--- config.mk ---
export PLATFORM = sky130hd
export DESIGN_NAME = core_job_dispatcher_flat
export DESIGN_NICKNAME = d
export VERILOG_FILES = /design/src/rtl/core_job_dispatcher_if.sv /design/src/rtl/core_job_dispatcher.sv /design/src/flat_wrapper.sv
export SDC_FILE = /design/constraint.sdc
export NUM_CORES = 2
export LEC_CHECK = 0
export ABC_CLOCK_PERIOD_IN_PS = 3100
export BUFFER_PORTS_ARGS = -buffer_cell sky130_fd_sc_hd__clkbuf_2
export CAP_MARGIN = 10
export CORE_MARGIN = 2
export CORE_UTILIZATION = 43
export DETAILED_ROUTE_END_ITERATION = 12
export SYNTH_ARGS = -nofsm -noshare
export SYNTH_HDL_FRONTEND = slang
export SYNTH_SLANG_ARGS = --single-unit
--- constraint.sdc ---
create_clock -name clk -period 3.1 [get_ports clk]
set_input_delay 0 -clock clk [delete_from_list [all_inputs] [get_ports clk]]
set_output_delay 0 -clock clk [all_outputs]
set_load 0.1 [all_outputs]
--- src/rtl/core_job_dispatcher_if.sv ---
// Job intake and SHA-256 core input signal set for core_job_dispatcher.
// The slave modport is the dispatcher's view; the master modport is the fetcher/core side.
interface core_job_dispatcher_if;
  localparam int unsigned HASH_W = 256;
  localparam int unsigned WORD_W = 32;

  logic              job_valid;
  logic              job_ready;
  logic [HASH_W-1:0] job_hashstate;
  logic [WORD_W-1:0] job_w1;
  logic [WORD_W-1:0] job_w2;
  logic [WORD_W-1:0] job_w3;

  logic              core_valid;
  logic              core_newblock;
  logic [HASH_W-1:0] core_hashstate;
  logic [WORD_W-1:0] core_w1;
  logic [WORD_W-1:0] core_w2;
  logic [WORD_W-1:0] core_w3;

  modport slave (
    input  job_valid, job_hashstate, job_w1, job_w2, job_w3,
    output job_ready,
    output core_valid, core_newblock, core_hashstate, core_w1, core_w2, core_w3
  );

  modport master (
    output job_valid, job_hashstate, job_w1, job_w2, job_w3,
    input  job_ready,
    input  core_valid, core_newblock, core_hashstate, core_w1, core_w2, core_w3
  );
endinterface

--- src/rtl/core_job_dispatcher.sv ---
// Feeds jobs (midstate + 3 tail words) into one SHA-256 core, JOB_LEN valid cycles per job,
// with one active and one pending slot so consecutive jobs issue without a bubble.
module core_job_dispatcher #(
  parameter int unsigned JOB_LEN = 1024,
  parameter int unsigned CNT_W   = $clog2(JOB_LEN) + 1
) (
  input  logic                 clk,
  input  logic                 rst,
  core_job_dispatcher_if.slave bus,
  input  logic                 pause,
  input  logic                 abort,
  output logic [CNT_W-1:0]     issue_cnt,
  output logic                 job_done,
  output logic                 busy
);
  localparam int unsigned HASH_W = 256;
  localparam int unsigned WORD_W = 32;

  localparam logic [0:0] IDLE = 1'b0;
  localparam logic [0:0] RUN  = 1'b1;

  localparam logic [CNT_W-1:0] LAST = CNT_W'(JOB_LEN - 1);

  typedef struct packed {
    logic [HASH_W-1:0] hashstate;
    logic [WORD_W-1:0] w1;
    logic [WORD_W-1:0] w2;
    logic [WORD_W-1:0] w3;
  } job_t;

  logic [0:0]       state;
  logic [0:0]       state_n;
  job_t             job_in;
  job_t             act_q;
  job_t             act_n;
  job_t             pend_q;
  job_t             pend_n;
  job_t             core_q;
  job_t             core_n;
  logic             pend_full_q;
  logic             pend_full_n;
  logic             nb_due_q;
  logic             nb_due_n;
  logic             valid_q;
  logic             valid_n;
  logic             nb_q;
  logic             nb_n;
  logic [CNT_W-1:0] cnt_q;
  logic [CNT_W-1:0] cnt_n;
  logic [CNT_W-1:0] cnt_now;
  logic             done_q;
  logic             done_n;
  logic             busy_q;
  logic             busy_n;
  logic             ready_q;
  logic             ready_n;
  logic             accept;
  logic             last_now;
  logic             fresh;

  assign job_in   = {bus.job_hashstate, bus.job_w1, bus.job_w2, bus.job_w3};
  assign accept   = bus.job_valid && ready_q && !abort;
  // The core is currently seeing the final valid of the active job.
  assign last_now = (state == RUN) && valid_q && (cnt_q == LAST);
  assign cnt_now  = cnt_q + CNT_W'(valid_q);

  // State register
  always_ff @(posedge clk) begin
    if (rst) begin
      state <= IDLE;
    end else begin
      state <= state_n;
    end
  end

  // Next-state, slot management and next output values
  always_comb begin
    state_n     = state;
    act_n       = act_q;
    pend_n      = pend_q;
    pend_full_n = pend_full_q;
    core_n      = core_q;
    nb_due_n    = nb_due_q;
    cnt_n       = cnt_q;
    valid_n     = 1'b0;
    nb_n        = 1'b0;
    done_n      = 1'b0;
    fresh       = 1'b0;

    if (abort) begin
      state_n     = IDLE;
      pend_full_n = 1'b0;
      nb_due_n    = 1'b0;
      cnt_n       = '0;
    end else begin
      if (state == IDLE) begin
        if (accept) begin
          fresh = 1'b1;
          act_n = job_in;
        end
      end else if (last_now) begin
        // Pending slot wins; otherwise a job accepted right now follows with no bubble.
        if (pend_full_q) begin
          fresh       = 1'b1;
          act_n       = pend_q;
          pend_full_n = 1'b0;
        end else if (accept) begin
          fresh = 1'b1;
          act_n = job_in;
        end
      end else if (accept) begin
        pend_n      = job_in;
        pend_full_n = 1'b1;
      end

      if (fresh) begin
        state_n  = RUN;
        cnt_n    = '0;
        nb_due_n = 1'b1;
      end else if (state == RUN && !last_now) begin
        cnt_n = cnt_now;
      end else begin
        state_n  = IDLE;
        cnt_n    = '0;
        nb_due_n = 1'b0;
      end

      // A newblock withheld by pause stays owed until the first unpaused issue.
      if (state_n == RUN && !pause) begin
        valid_n  = 1'b1;
        nb_n     = nb_due_n;
        nb_due_n = 1'b0;
        if (nb_n) begin
          core_n = act_n;
        end
      end

      done_n = valid_n && (cnt_n == LAST);
    end

    ready_n = !pend_full_n && !abort;
    busy_n  = (state_n == RUN);
  end

  // Registered datapath and outputs
  always_ff @(posedge clk) begin
    if (rst) begin
      act_q       <= '0;
      pend_q      <= '0;
      core_q      <= '0;
      pend_full_q <= 1'b0;
      nb_due_q    <= 1'b0;
      valid_q     <= 1'b0;
      nb_q        <= 1'b0;
      cnt_q       <= '0;
      done_q      <= 1'b0;
      busy_q      <= 1'b0;
      ready_q     <= 1'b1;
    end else begin
      act_q       <= act_n;
      pend_q      <= pend_n;
      core_q      <= core_n;
      pend_full_q <= pend_full_n;
      nb_due_q    <= nb_due_n;
      valid_q     <= valid_n;
      nb_q        <= nb_n;
      cnt_q       <= cnt_n;
      done_q      <= done_n;
      busy_q      <= busy_n;
      ready_q     <= ready_n;
    end
  end

  assign bus.job_ready      = ready_q;
  assign bus.core_valid     = valid_q;
  assign bus.core_newblock  = nb_q;
  assign bus.core_hashstate = core_q.hashstate;
  assign bus.core_w1        = core_q.w1;
  assign bus.core_w2        = core_q.w2;
  assign bus.core_w3        = core_q.w3;
  assign issue_cnt          = cnt_q;
  assign job_done           = done_q;
  assign busy               = busy_q;
endmodule

--- src/flat_wrapper.sv ---
// flat-port wrapper written by rule: the top's interface ports become plain ports
module core_job_dispatcher_flat 
#(
  parameter int unsigned JOB_LEN = 1024,
  parameter int unsigned CNT_W   = $clog2(JOB_LEN) + 1
)
  (clk, rst, pause, abort, issue_cnt, job_done, busy, bus_job_valid, bus_job_hashstate, bus_job_w1, bus_job_w2, bus_job_w3, bus_job_ready, bus_core_valid, bus_core_newblock, bus_core_hashstate, bus_core_w1, bus_core_w2, bus_core_w3);
  core_job_dispatcher_if bus_i ();
  input  logic clk;
  input  logic rst;
  input  logic pause;
  input  logic abort;
  output logic [CNT_W-1:0] issue_cnt;
  output logic job_done;
  output logic busy;
  input wire logic [$bits(bus_i.job_valid)-1:0] bus_job_valid;
  input wire logic [$bits(bus_i.job_hashstate)-1:0] bus_job_hashstate;
  input wire logic [$bits(bus_i.job_w1)-1:0] bus_job_w1;
  input wire logic [$bits(bus_i.job_w2)-1:0] bus_job_w2;
  input wire logic [$bits(bus_i.job_w3)-1:0] bus_job_w3;
  output wire logic [$bits(bus_i.job_ready)-1:0] bus_job_ready;
  output wire logic [$bits(bus_i.core_valid)-1:0] bus_core_valid;
  output wire logic [$bits(bus_i.core_newblock)-1:0] bus_core_newblock;
  output wire logic [$bits(bus_i.core_hashstate)-1:0] bus_core_hashstate;
  output wire logic [$bits(bus_i.core_w1)-1:0] bus_core_w1;
  output wire logic [$bits(bus_i.core_w2)-1:0] bus_core_w2;
  output wire logic [$bits(bus_i.core_w3)-1:0] bus_core_w3;
  assign bus_i.job_valid = bus_job_valid;
  assign bus_i.job_hashstate = bus_job_hashstate;
  assign bus_i.job_w1 = bus_job_w1;
  assign bus_i.job_w2 = bus_job_w2;
  assign bus_i.job_w3 = bus_job_w3;
  assign bus_job_ready = bus_i.job_ready;
  assign bus_core_valid = bus_i.core_valid;
  assign bus_core_newblock = bus_i.core_newblock;
  assign bus_core_hashstate = bus_i.core_hashstate;
  assign bus_core_w1 = bus_i.core_w1;
  assign bus_core_w2 = bus_i.core_w2;
  assign bus_core_w3 = bus_i.core_w3;
  core_job_dispatcher #(.JOB_LEN(JOB_LEN), .CNT_W(CNT_W)) u_core (.clk(clk), .rst(rst), .bus(bus_i), .pause(pause), .abort(abort), .issue_cnt(issue_cnt), .job_done(job_done), .busy(busy));
endmodule
==> results by group <==
STA
  – Period utilisation layout: 0.965
  – Slew @ Worst Pin: 1160 ps
  – Setup_tns: 0 ps
  – FMAX: 334 MHz
  – Clock Skew: 30.9 ps
  – Final setup vio count: 0
  – Rel. slew slack: 0.224
  – Min Clock Period, post-route: 2990 ps
  – Final hold violation count: 0
  – Pins over their slew limit: 0
  – Setup ws final: 108 ps

Finish
  – P&R area growth vs syn: 26.5%
  – Most common cell after layout, fill and taps aside: dfxtp_1
  – Area of the multi-input gates: 23700 µm²
  – Storage cell area: 21500 µm²
  – Final std cells w/o fill: 8017
  – Final net count: 6758
  – Commonest cells after routing, fill and taps aside: dfxtp_1 (1072), a21oi_1 (1062), clkbuf_2 (722)
  – Share of layout cells above drive strength 1: 0.177
  – # fillers: 10200
  – Final core utilization: 0.548

Worst setup path
  – Crit path launch: u_core.state
  – CP required: 3740 ps
  – Arr. time, crit path: 3630 ps
  – WS Path Type: reg2reg
  – CP startpoint kind: flop
  – FF-to-FF Start: u_core.state
  – Crit path capture type: flop
  – Max FO, Critical Path: 51

Min path
  – Hold Startpoint: bus_job_hashstate[173]
  – Min-Delay Path Class: in2reg

Outcome
  – Outcome: finished, final reports clean

Global route
  – Vias in the first global route: 46500
  – Maximum number of pins on one net before global-route repair: 182
  – First-pass GRT wire length: 274000 µm
  – Initial antenna violation count: 38
  – Total global-route track usage: 0.297
  – Total gr overflow: 0

Clock network
  – Root Buffer: clkbuf_16
  – TritonCTS Buffers: 118
  – Clk Latency, worst-skew pair: 730 ps
  – Clk slew on worst S/H paths: 60 ps
  – Clock sink count: 1074
  – CTS tree: done
  – Clock Tree Buf Depth: 3
  – H-tree depth: 3

Die
  – Die Ht: 338 µm
  – Die Span X: 338 µm
  – Starting density of the core: 0.433
  – Boundary Pins: 725
  – Die area: 114000 µm²
  – # rows: 122
  – Core area: 111000 µm²

Placement
  – Final Wtd Congestion: 0.847
  – Port bufs: 724
  – Worst slack, placed: 520 ps
  – DP HPWL: 100000 µm
  – Placed cells: 7364

Synth
  – Yosys cell types: 42
  – Sequential area share after synthesis: 0.448
  – Post-synthesis net count: 6067
  – Gate count of the mapped netlist: 5708
  – Mean area per synthesized cell: 8.40 µm²
  – Synthesized flop and latch total: 1074
  – Total of warnings raised by yosys: 0
  – Synth Cell Area: 48000 µm²

Job
  – Max-cap viol count: 0

Route
  – DR WL/cell: 22.7 µm
  – DR vias/cell: 6.22
  – Vias after detailed routing: 49900
  – Drt pass-1 iters: 7
  – # DRC: 0
  – DRT antenna net count: 0
  – Initial DRC count: 5142
  – DRT Wirelength: 182000 µm

Pwr
  – Clk network pwr share: 0.424
  – Combinational power share: 0.146
  – Switch share: 0.281
  – Internal Power: 24.6 mW
  – Flop pwr share: 0.430
  – Net switching power: 9.61 mW
  – Leakage: 22.0 nW
  – IR drop worst, VDD: 0.412 mV
  – PwrDens: 563 nW/µm²
  – Design Power: 34.2 mW
==> cell usage after synthesis <==
master        n  area share
dfxtp_1    1074        0.45
a21oi_1    1062        0.11
nand2_1     712       0.056
o2bb2ai_1   604        0.11
clkbuf_1    467       0.037
nor2_1      364       0.028
o21ai_0     355       0.037
o22ai_1     353       0.046
o32ai_1     352       0.064
buf_2       152       0.016
o2bb2ai_2   100       0.031
buf_1        39      0.0031
buf_6        12      0.0028
inv_1         7     0.00055
nand3_1       7     0.00073
nor3_1        5     0.00052
nand4_1       4     0.00052
xnor2_1       4     0.00073
xor2_1        4     0.00073
and3_1        3     0.00039
and2_1        2     0.00026
ha_1          2     0.00052
nand2b_1      2     0.00026
nand3b_1      2     0.00031
nor2b_1       2     0.00026
or3_1         2     0.00026
a211oi_1      1     0.00016
a21o_1        1     0.00016
a32oi_1       1     0.00018
and3b_1       1     0.00018
and4_1        1     0.00018
buf_4         1     0.00016
mux2i_1       1     0.00021
nand4_2       1     0.00026
nand4bb_1     1     0.00023
nor4_2        1     0.00026
nor4b_1       1     0.00018
o31ai_1       1     0.00016
o41ai_4       1     0.00057
or2_1         1     0.00013
or2_2         1     0.00013
or3b_1        1     0.00018
==> power groups by stage <==
stage	combinational (mW)	sequential, mW	clock (mW)
6_report	5.00	14.7	14.5
5_1_grt	5.38	14.7	15.2
4_1_cts	4.93	14.7	14.7
3_5_place_dp	4.52	15.0	0
3_3_place_gp	4.47	14.9	0
2_1_floorplan	2.43	15.7	0
==> critical path, stage by stage, from the launching register on <==
cell and delay, ps:
dfxtp_4 510, buf_16 320, o41ai_4 150, buf_4 180, buf_4 140, nor2_4 350, clkbuf_16 360, nand2_1 100
a21oi_1 140, dlygate4sd3_1 580
==> path summary, 6_finish.rpt <==
check / depth (start not counted) / end / slack [ps]
worst max-delay path: 9 / u_core.pend_q[148] / 110
worst min-delay path: 4 / u_core.pend_q[269] / 80
worst max register to register: 9 / u_core.pend_q[148] / 110
worst min register to register: 2 / u_core.pend_q[51] / 450
==> metrics by stage <==
stage / hold slack [ps] / area, µm²
after global placement: 245 / 52500
after global routing: 76.3 / 60700
final: 81.3 / 60700
after floorplan: 78.9 / 48000
after detailed placement: 256 / 52500
after CTS: 38.4 / 60500
==> cells by family (layout without fill, tap and decap cells) <==
kind of cell,count (synthesis),in the layout,share of synthesized area
AND/OR/NAND/NOR,1114,1114,0.0895
XOR/XNOR,8,8,0.00146
AO/OA/AOI/OAI,2831,2831,0.401
multiplexers,1,1,0.000209
other,0,31,0
adder cells (fa/ha/maj),2,2,0.000522
buffers and inverters,678,1468,0.0590
flip-flops,1074,1074,0.448
==> state kept, by name, summed over array words and instances, names as in the netlist <==
name,flops
u_core.nb_due_q,1
u_core.act_q,352
u_core.bus.core_hashstate,256
u_core.job_done,1
u_core.state,1
u_core.bus.job_ready,1
u_core.pend_full_q,1
u_core.bus.core_valid,1
u_core.bus.core_newblock,1
u_core.bus.core_w2,32
u_core.issue_cnt,11
u_core.bus.core_w1,32
u_core.pend_q,352
u_core.bus.core_w3,32
==> per-layer routing <==
layer,wire [µm],global-route usage,vias to the layer above
met3,14200,0.0506,377
met2,83100,0.466,2254
met4,7200,0.123,22
li1,-,-,22900
met5,130,0,-
met1,77100,0.403,24400
==> cell type report <==
cell class                      instances  area share
Antenna cell                           31     0.00128
Clock buffer                          186      0.0598
Clock inverter                         33     0.00604
Inverter                                7    0.000433
Multi-Input combinational cell       3956       0.390
Sequential cell                      1074       0.354
Tap cell                             1488      0.0307
Timing Repair Buffer                 1242       0.157
==> what timing repair did <==
item,CTS,global route
hold endpoints to repair,1063,0
hold buffers,397,0
setup buffers,0,3
endpoints found under the setup margin,0,26
gates resized for setup,0,5
(Power assumes the default switching activity.)
